### src/rtl/scroll_message_controller.sv
// Scrolls MSG across a two-digit display, one character step every CLKS_PER_STEP clocks.
// Define SCROLL_ONESHOT_EN to stop after one full pass instead of wrapping continuously.
module scroll_message_controller #(
  parameter int unsigned               CLKS_PER_STEP = 12500000,
  parameter int unsigned               MSG_LEN       = 5,
  parameter logic [MSG_LEN*8-1:0]      MSG           = "HELLO"
) (
  input  logic       i_Clk,
  input  logic       i_Rst,
  input  logic       i_Start,
  input  logic       i_Stop,
  input  logic       i_Pause,
  output logic [7:0] o_Char_Left,
  output logic [7:0] o_Char_Right,
  output logic       o_Busy,
  output logic       o_Wrap
);

  localparam int unsigned TW = (CLKS_PER_STEP > 1) ? $clog2(CLKS_PER_STEP + 1) : 1;
  localparam int unsigned PW = (MSG_LEN > 1) ? $clog2(MSG_LEN + 1) : 1;
  localparam logic [TW-1:0] TIMER_TERM = TW'(CLKS_PER_STEP - 1);
  localparam logic [PW-1:0] POS_LAST   = PW'(MSG_LEN);
  localparam logic [7:0]    BLANK      = 8'h20;

  typedef enum logic [1:0] {
    IDLE  = 2'd0,
    RUN   = 2'd1,
    PAUSE = 2'd2
  } state_e;

  state_e        state_q, state_d;
  logic [PW-1:0] pos_q, pos_d;
  logic [TW-1:0] timer_q, timer_d;
  logic [7:0]    left_q, left_d;
  logic [7:0]    right_q, right_d;
  logic          busy_q, busy_d;
  logic          wrap_q, wrap_d;

  // Characters beyond the message read as blanks so the text scrolls fully off-screen.
  function automatic logic [7:0] stream_char(input int unsigned k);
    logic [7:0] c;
    c = BLANK;
    for (int unsigned i = 0; i < MSG_LEN; i++) begin
      if (i == k) c = MSG[(MSG_LEN-1-i)*8 +: 8];
    end
    return c;
  endfunction

  always_comb begin
    state_d = state_q;
    pos_d   = pos_q;
    timer_d = timer_q;
    wrap_d  = 1'b0;

    if (i_Stop) begin
      state_d = IDLE;
      pos_d   = '0;
      timer_d = '0;
    end else if (i_Start) begin
      state_d = i_Pause ? PAUSE : RUN;
      pos_d   = '0;
      timer_d = '0;
    end else if (state_q != IDLE) begin
      state_d = i_Pause ? PAUSE : RUN;
      // Leaving PAUSE counts in the same cycle, so the timer picks up where it froze.
      if (!i_Pause) begin
        if (timer_q == TIMER_TERM) begin
          timer_d = '0;
          if (pos_q == POS_LAST) begin
            pos_d  = '0;
            wrap_d = 1'b1;
`ifdef SCROLL_ONESHOT_EN
            state_d = IDLE;
`endif
          end else begin
            pos_d = pos_q + PW'(1);
          end
        end else begin
          timer_d = timer_q + TW'(1);
        end
      end
    end

    busy_d = (state_d != IDLE);
    if (busy_d) begin
      left_d  = stream_char(32'(pos_d));
      right_d = stream_char(32'(pos_d) + 1);
    end else begin
      left_d  = BLANK;
      right_d = BLANK;
    end
  end

  always_ff @(posedge i_Clk or posedge i_Rst) begin
    if (i_Rst) begin
      state_q <= IDLE;
      pos_q   <= '0;
      timer_q <= '0;
      left_q  <= BLANK;
      right_q <= BLANK;
      busy_q  <= 1'b0;
      wrap_q  <= 1'b0;
    end else begin
      state_q <= state_d;
      pos_q   <= pos_d;
      timer_q <= timer_d;
      left_q  <= left_d;
      right_q <= right_d;
      busy_q  <= busy_d;
      wrap_q  <= wrap_d;
    end
  end

  assign o_Char_Left  = left_q;
  assign o_Char_Right = right_q;
  assign o_Busy       = busy_q;
  assign o_Wrap       = wrap_q;

endmodule

### config.mk
export PLATFORM = sky130hd
export DESIGN_NAME = scroll_message_controller
export DESIGN_NICKNAME = d
export VERILOG_FILES = /design/src/rtl/scroll_message_controller.sv
export SDC_FILE = /design/constraint.sdc
export NUM_CORES = 1
export LEC_CHECK = 0
export CORE_MARGIN = 2
export CORE_UTILIZATION = 45
export CTS_BUF_LIST = sky130_fd_sc_hd__clkbuf_4 sky130_fd_sc_hd__clkbuf_8
export CTS_CLUSTER_DIAMETER = 60
export CTS_CLUSTER_SIZE = 12
export DETAILED_ROUTE_END_ITERATION = 8
export PLACE_DENSITY = 0.66
export SLEW_MARGIN = 20
export SYNTH_ARGS = -nofsm -noshare
export SYNTH_HDL_FRONTEND = slang
export SYNTH_SLANG_ARGS = --single-unit
export TNS_END_PERCENT = 50
### constraint.sdc
create_clock -name i_Clk -period 4.9 [get_ports i_Clk]
set_input_delay 0.98 -clock i_Clk [delete_from_list [all_inputs] [get_ports i_Clk]]
set_output_delay 0.98 -clock i_Clk [all_outputs]
set_load 0.05 [all_outputs]
After elaboration in Yosys (flattened, before gate mapping) --
Index checks and enable logic that the tools add are counted. Widths: inputs -> output; s select.
Storage, ports and cells: word-level logic and storage cells 60, flip-flop bits (word level) 47, input port bits 5, output and inout port bits 18
Operators by class: add/sub/neg operators 3, equal/unequal tests 11, reduce and logical (&&, ||, !) cells 6, mux-type cells 33
Operator list (number):
- $mux 24 | 5
- $mux 8 | 10
- $logic_not 32->1 | 1
- $add 24x1->24 const B | 1
- $eq 24x24->1 const B | 1
- $mux 3 | 6
- $mux 7 | 2
- $eq 2x4->1 const A | 2
- $mux 2 | 4
- $eq 2x3->1 const A | 2
- $mux 1 | 6
- $add 3x1->4 const B | 1
- $eq 1x4->1 const A | 1
- $eq 3x4->1 const A | 1
- $reduce_bool 2->1 | 2
- $add 3x1->3 const B | 1
- $eq 1x3->1 const A | 1
- $eq 3x3->1 const A | 1
- $eq 3x3->1 const B | 1
- $logic_not 3->1 | 1
- $ne 3x3->1 const B | 1
- $reduce_bool 3->1 | 1
- $reduce_and 2->1 | 1

Longest topological paths before layout --
Gate-level depths: netlist (run 1).
word-level depth 15, gate-level depth with buffers 7, mapped depth without buffers 6

Least setup slack after synthesis (run 1) --
Ideal clock, no wire load.
path kind in2reg, from input i_Pause, to register timer_q[23], data arrival time 2.325 ns, required time 4.822 ns, library setup time 0.078 ns, path buffers 0, stages on the path 5, path slack 2.497 ns, cell sequence o21bai_4 a211oi_1 nand4_1 or3_1 a21oi_1
On the way: word-level cells in the longest chain between the ends 2
RTL lines:
- from (decl) | line 12 | input logic i_Pause,
- $ne 3x3->1 (no line)
- $reduce_and 2->1 (no line)
- to (signal assigned) | line 106 | timer_q <= timer_d;
- to (decl) | line 33 | logic [TW-1:0] timer_q, timer_d;
No other way between the ends. A chain may end at the register's enable or synchronous reset.

Worst setup path in the final report (run 1) --
from input i_Pause, to register timer_q[15]
The elaborated chain is that of the path after synthesis.

==> flow_summary.json, run 1 <==
{
  "synthAdderAreaFrac_pct": 0.568,
  "dp_hpwl_um": 3050,
  "met2_usage_pct": 30.8,
  "cts_hold_buf": 0,
  "hold_viol_final": 0,
  "fmax_mhz": 357,
  "htree_levels": 2,
  "critPathTopFamily": "simple AND/OR/NAND/NOR gates",
  "ioPinCount": 23,
  "ant_nets": 0,
  "grt_pass1_vias": 1654,
  "syn_area_mm2": 0.00220,
  "critPathBufInv": 1,
  "cp_max_fo": 21,
  "min_period_ns": 2.80,
  "clock_skew_ns": 0.00384,
  "power_density_mw_per_mm2": 254,
  "grt.overflow.total": 0,
  "synth_compound_area_share_pct": 8.23,
  "drive_gt1_share_pct": 9.80,
  "tightest_slew_ns": 0.869,
  "clock-sinks": 43,
  "worst_ep_arrival_time_ns": 2.95,
  "nets": 250,
  "clockRootBuffer": "clkbuf_8",
  "ys_dominant_reg_cell": "dfrtp_1",
  "grt_antenna_before_repair": 0,
  "worstSetupPathType": "input pin to flop",
  "cpMaxStageDelayCell": "nand2_1",
  "insertion_delay_ns": 0.29,
  "critPathMaxStageDelay_ns": 0.59,
  "drtPass1Iterations": 5,
  "grt_start_max_net_pins": 44,
  "synthArstFlopShare_pct": 100,
  "synth_edf_count": 0,
  "fin_util_pct": 53.2,
  "placed_cell_area_mm2": 0.00243,
  "drtIter0Drc": 64,
  "die_h_um": 74.0,
  "ys_types": 50,
  "tns_ns": 0,
  "syn2layout_area_growth_pct": 14.1,
  "rrSetupSlack_ns": 2.50,
  "gp_congestion": 0.787,
  "synth_top_family_by_area": "simple AND/OR/NAND/NOR gates",
  "clockBufferDepth": 2,
  "required_ns": 5.05,
  "cp_common_cell": "nand2_1",
  "grtUsageTotal_pct": 18.3,
  "start_kind": "input pin",
  "die-area_mm2": 0.00548,
  "vias": 1706,
  "leakagePower_nw": 1.00,
  "grt_pass1_wl_um": 7710,
  "initial_core_util_pct": 46.7,
  "num_rows": 25,
  "wire_per_inst_um": 13.7,
  "numCtsBuffers": 5,
  "cts_resized": 0,
  "synth_seq_area_share_pct": 48.9,
  "hp-class": "flop to flop",
  "cp_cell_sequence": "clkdlybuf4s50_1 -> o21bai_4 -> nor4_4 -> nand2_1 -> nand2_1 -> nor2_1",
  "period_share_pct": 57.1,
  "wl_um": 4280,
  "cts_tree": "done",
  "crit_path_end_kind": "flop",
  "vias_per_cell": 5.47,
  "setup_viol": 0,
  "synthMuxAreaShare_pct": 1.08,
  "postCtsSetupRepairBufs": 0,
  "rsz0062_at_grt": "no",
  "gr-max-usage-layer": "met2",
  "antenna_cells": 0,
  "fin_area_mm2": 0.00251,
  "coreArea_mm2": 0.00472,
  "die_x_um": 74.0,
  "outcome": "complete, no violations",
  "syn-instance-count": 226,
  "irDropWorstVdd_mv": 0.113,
  "synth-xor-area-share_pct": 8.34,
  "route.detailed.drc": 0,
  "synthSimpleGateAreaFrac_pct": 28.4,
  "yosys_register_bits": 43,
  "relSlewSlack_pct": 40.6,
  "syn_avg_cell_area_um2": 9.75,
  "max_cap_violations": 0,
  "yosys_warnings": 0,
  "io_buffers": 18,
  "grt.met1_usage_pct": 23.0,
  "maxSlewViolCount": 0,
  "path_clk_slew_ns": 0.08,
  "met3_usage_pct": 4.74
}
## Yosys cell counts (3+ instances only)
| cell | count | area [µm²] |
|---|---|---|
| clkbuf_1 | 5 | 18.8 |
| o21ai_0 | 3 | 15.0 |
| nand4_1 | 11 | 68.8 |
| nand2_1 | 15 | 56.3 |
| or3_1 | 7 | 43.8 |
| xnor2_1 | 11 | 96.3 |
| xor2_1 | 10 | 87.6 |
| buf_4 | 4 | 30.0 |
| nand2b_1 | 4 | 25.0 |
| nor3_1 | 10 | 50.1 |
| dfrtp_1 | 41 | 1030 |
| and3_1 | 5 | 31.3 |
| nor2_1 | 29 | 109 |
| a31oi_1 | 3 | 18.8 |
| inv_1 | 8 | 30.0 |
| nand3_1 | 13 | 65.1 |
| a21oi_1 | 8 | 40.0 |
## area by class of cell
class	count	area [µm²]
repair buffers	20	195
flip-flops and latches	43	1080
well taps	67	83.8
clock buffers	5	68.8
inverters	8	30.0
multi-input cells	166	1040
fillers	442	2210
clock inverters	3	15.0
## sequential cells by signal, summed over array words and instances, names as in the netlist
name / count
timer_q: 24
o_Char_Left: 6
o_Char_Right: 6
pos_q: 3
state_q: 2
o_Busy: 1
o_Wrap: 1
## path summary, 6_finish.rpt
kind / start / depth (start not counted) / end
worst max register to register: timer_q[6] / 5 / timer_q[15]
worst min register to register: timer_q[20] / 2 / timer_q[20]
max in group asynchronous: i_Rst / 3 / pos_q[0]
min in group asynchronous: i_Rst / 3 / o_Busy
worst min-delay path: timer_q[20] / 2 / timer_q[20]
worst max-delay path: i_Pause / 6 / timer_q[15]
## routing by layer
metal  vias up  share of wire, %
met5         -                 0
met4         0               1.4
met3         7               4.8
met2        45                50
met1       832                44
li1        822                 -
## cell families (layout without fill, tap and decap cells)
family / after synthesis / after routing
AO/OA/AOI/OAI: 26 / 26
multiplexers: 2 / 2
flip-flops: 43 / 43
AND/OR/NAND/NOR: 112 / 112
buffers and inverters: 20 / 36
other: 1 / 4
adder cells (fa/ha/maj): 1 / 1
XOR/XNOR: 21 / 21
## metrics by stage
step / setup WS (ns) / std cells / power [mW] / hold WS, ns
after floorplan: 2.50 / 229 / 0.417 / 0.525
final: 2.10 / 312 / 0.638 / 0.575
after CTS: 2.11 / 312 / 0.649 / 0.576
after global routing: 1.93 / 312 / 0.670 / 0.624
after detailed placement: 1.80 / 304 / 0.433 / 0.558
after global placement: 1.84 / 304 / 0.433 / 0.557
## power breakdown
| part | internal, mW | total, mW | switching, mW |
|---|---|---|---|
| Clock | 0.0975 | 0.213 | 0.116 |
| Sequential | 0.361 | 0.364 | 0.00249 |
| Combinational | 0.0166 | 0.0615 | 0.0449 |
| Total | 0.475 | 0.638 | 0.163 |
## layout by cell type (no fill, tap or decap), types with 2 or more instances in the layout
cell type | netlist | routed
dfrtp_1 | 41 | 41
nor2_1 | 29 | 29
clkdlybuf4s50_1 | 0 | 18
nand2_1 | 15 | 15
nand3_1 | 13 | 13
nand4_1 | 11 | 11
xnor2_1 | 11 | 11
xor2_1 | 10 | 10
nor3_1 | 10 | 10
inv_1 | 8 | 8
a21oi_1 | 8 | 8
or3_1 | 7 | 7
and3_1 | 5 | 5
clkbuf_8 | 0 | 5
nand2b_1 | 4 | 4
conb_1 | 1 | 4
o21ai_0 | 3 | 3
a31oi_1 | 3 | 3
clkinv_2 | 0 | 3
or2_2 | 2 | 2
o21ai_1 | 2 | 2
a41oi_1 | 2 | 2
nor4_1 | 2 | 2
dfstp_2 | 2 | 2
buf_4 | 4 | 2
## worst register-to-register path, stage by stage (launching register included)
cell and delay, ns:
dfrtp_1 0.42, or4b_4 0.59, nor4_4 0.33, nand2_1 0.20, nand2_1 0.59, nor2_1 0.12
Note: power is estimated with default switching activity, not from simulation.
==> run 2, diff against run 1 <==
==> constraint.sdc (replaced) <==
create_clock -name i_Clk -period 2.75 [get_ports i_Clk]
set_input_delay 0.55 -clock i_Clk [delete_from_list [all_inputs] [get_ports i_Clk]]
set_output_delay 0.55 -clock i_Clk [all_outputs]
set_load 0.05 [all_outputs]
==> flow_summary.json, run 2 (synthesized netlist as in run 1, its figures left out) <==
{
  "outcome": "complete, no violations",
  "cp_cell_sequence": "clkdlybuf4s50_1 -> o21ba_2 -> o21ai_1 -> or3_1 -> or3_1 -> a21oi_1",
  "syn2layout_area_growth_pct": 15.1,
  "ff2ff_path_depth": 5,
  "die-area_mm2": 0.00548,
  "dp_hpwl_um": 3090,
  "num_rows": 25,
  "postCtsSetupRepairBufs": 0,
  "period_share_pct": 80.4,
  "hp-class": "flop to flop",
  "clockRootBuffer": "clkbuf_8",
  "irDropWorstVdd_mv": 0.195,
  "crit_path_end_kind": "flop",
  "sw_frac_of_total_pct": 25.8,
  "maxSlewViolCount": 0,
  "required_ns": 2.98,
  "critPathMaxStageDelay_ns": 0.46,
  "nets": 253,
  "vias": 1716,
  "relSlewSlack_pct": 60.6,
  "cts_resized": 0,
  "vias_per_cell": 5.45,
  "power_density_mw_per_mm2": 451,
  "grt_pass1_vias": 1703,
  "grt.overflow.total": 0,
  "drtPass1Iterations": 4,
  "numCtsBuffers": 5,
  "wl_um": 4410,
  "grt_antenna_before_repair": 0,
  "start_kind": "input pin",
  "most-common-layout-cells": "41 x dfrtp_1, 29 x nor2_1, 18 x clkdlybuf4s50_1, 15 x nand2_1, 13 x nand3_1",
  "p_comb_share_pct": 9.8,
  "cpMaxStageDelayCell": "clkdlybuf4s50_1",
  "route.detailed.drc": 0,
  "tns_ns": 0,
  "drive_gt1_share_pct": 10.9,
  "regMostFlops": "timer_q",
  "io_buffers": 18,
  "clock_skew_ns": 0.00500,
  "coreArea_mm2": 0.00472,
  "worst_ep_arrival_time_ns": 2.44,
  "die_h_um": 74.0,
  "tightest_slew_ns": 0.586,
  "p_sw_uw": 295,
  "grt_pass1_wl_um": 7820,
  "power_mw": 1.14,
  "hold_ws_ns": 0.571,
  "path_clk_slew_ns": 0.08,
  "drtIter0Drc": 86,
  "ioPinCount": 23,
  "cts_hold_buf": 0,
  "clock-sinks": 43,
  "seq_power_share_pct": 56.7,
  "gp_congestion": 0.876,
  "critPathBufInv": 1,
  "rsz0062_at_grt": "no",
  "max_cap_violations": 0,
  "wire_per_inst_um": 14.0,
  "cts_tree": "done",
  "htree_levels": 2,
  "largest_reg_flops": 24,
  "insertion_delay_ns": 0.30,
  "grt_start_max_net_pins": 44,
  "layout.cells.most_common": "dfrtp_1",
  "clkPwrFrac_pct": 33.5,
  "cp_common_cell": "or3_1",
  "critPathTopFamily": "simple AND/OR/NAND/NOR gates",
  "hold_depth": 2,
  "leakagePower_nw": 1.02,
  "cp_max_fo": 7,
  "grtUsageTotal_pct": 18.9,
  "cp_num_cells": 6,
  "p_int_uw": 849,
  "die_x_um": 74.0,
  "antenna_cells": 0,
  "min_period_ns": 2.21,
  "worstSetupPathType": "input pin to flop",
  "hold_viol_final": 0,
  "final_cells": 315,
  "fill_cells": 441,
  "fmax_mhz": 452,
  "initial_core_util_pct": 46.7,
  "fin_util_pct": 53.7,
  "dpl.cell_count": 307,
  "setup_viol": 0,
  "clockBufferDepth": 2,
  "ant_nets": 0
}
-- run 2: final cells by class --
cell class	instances	area [µm²]	share of cell area [%]
Clock buffer	5	68.8	2.71
Clock inverter	3	15.0	0.592
Inverter	8	30.0	1.18
Multi-Input combinational cell	166	1040	41.1
Sequential cell	43	1080	42.5
Tap cell	67	83.8	3.30
Timing Repair Buffer	23	218	8.58
-- run 2: worst paths after layout --
check                           start        endpoint  slack [ns]
max                           i_Pause     timer_q[12]        0.54
min                        timer_q[1]      timer_q[1]        0.57
max reg2reg                timer_q[9]        pos_q[1]        0.64
min reg2reg                timer_q[1]      timer_q[1]        0.57
max in group asynchronous       i_Rst  o_Char_Left[5]        1.69
min in group asynchronous       i_Rst          o_Busy        0.69
-- run 2: metrics by stage --
step                      instance area (µm²)  worst slack (ns)
after floorplan                          2220             0.777
after global placement                   2450             0.270
after detailed placement                 2450             0.232
after CTS                                2540             0.558
after global routing                     2540             0.409
final                                    2540             0.539
-- run 2: routing by layer --
layer | vias to the layer above | global-route usage (%) | part of all wire (%)
met4 | 0 | 9.90 | 2.8
li1 | 828 | - | -
met3 | 14 | 4.74 | 4.0
met5 | - | 0 | 0
met1 | 827 | 23.9 | 45
met2 | 47 | 30.1 | 48
-- run 2: power by group through the flow --
stage,Sequential (mW),Combinational (mW),Clock (mW)
2_1_floorplan,0.693,0.0510,0
3_3_place_gp,0.661,0.113,0
3_5_place_dp,0.661,0.114,0
4_1_cts,0.649,0.114,0.402
5_1_grt,0.650,0.122,0.421
6_report,0.649,0.112,0.383
-- run 2: worst min-delay path: stages, from the launching register on --
cell and delay, ns:
dfrtp_1 0.41, nand2_1 0.07, a21oi_1 0.05
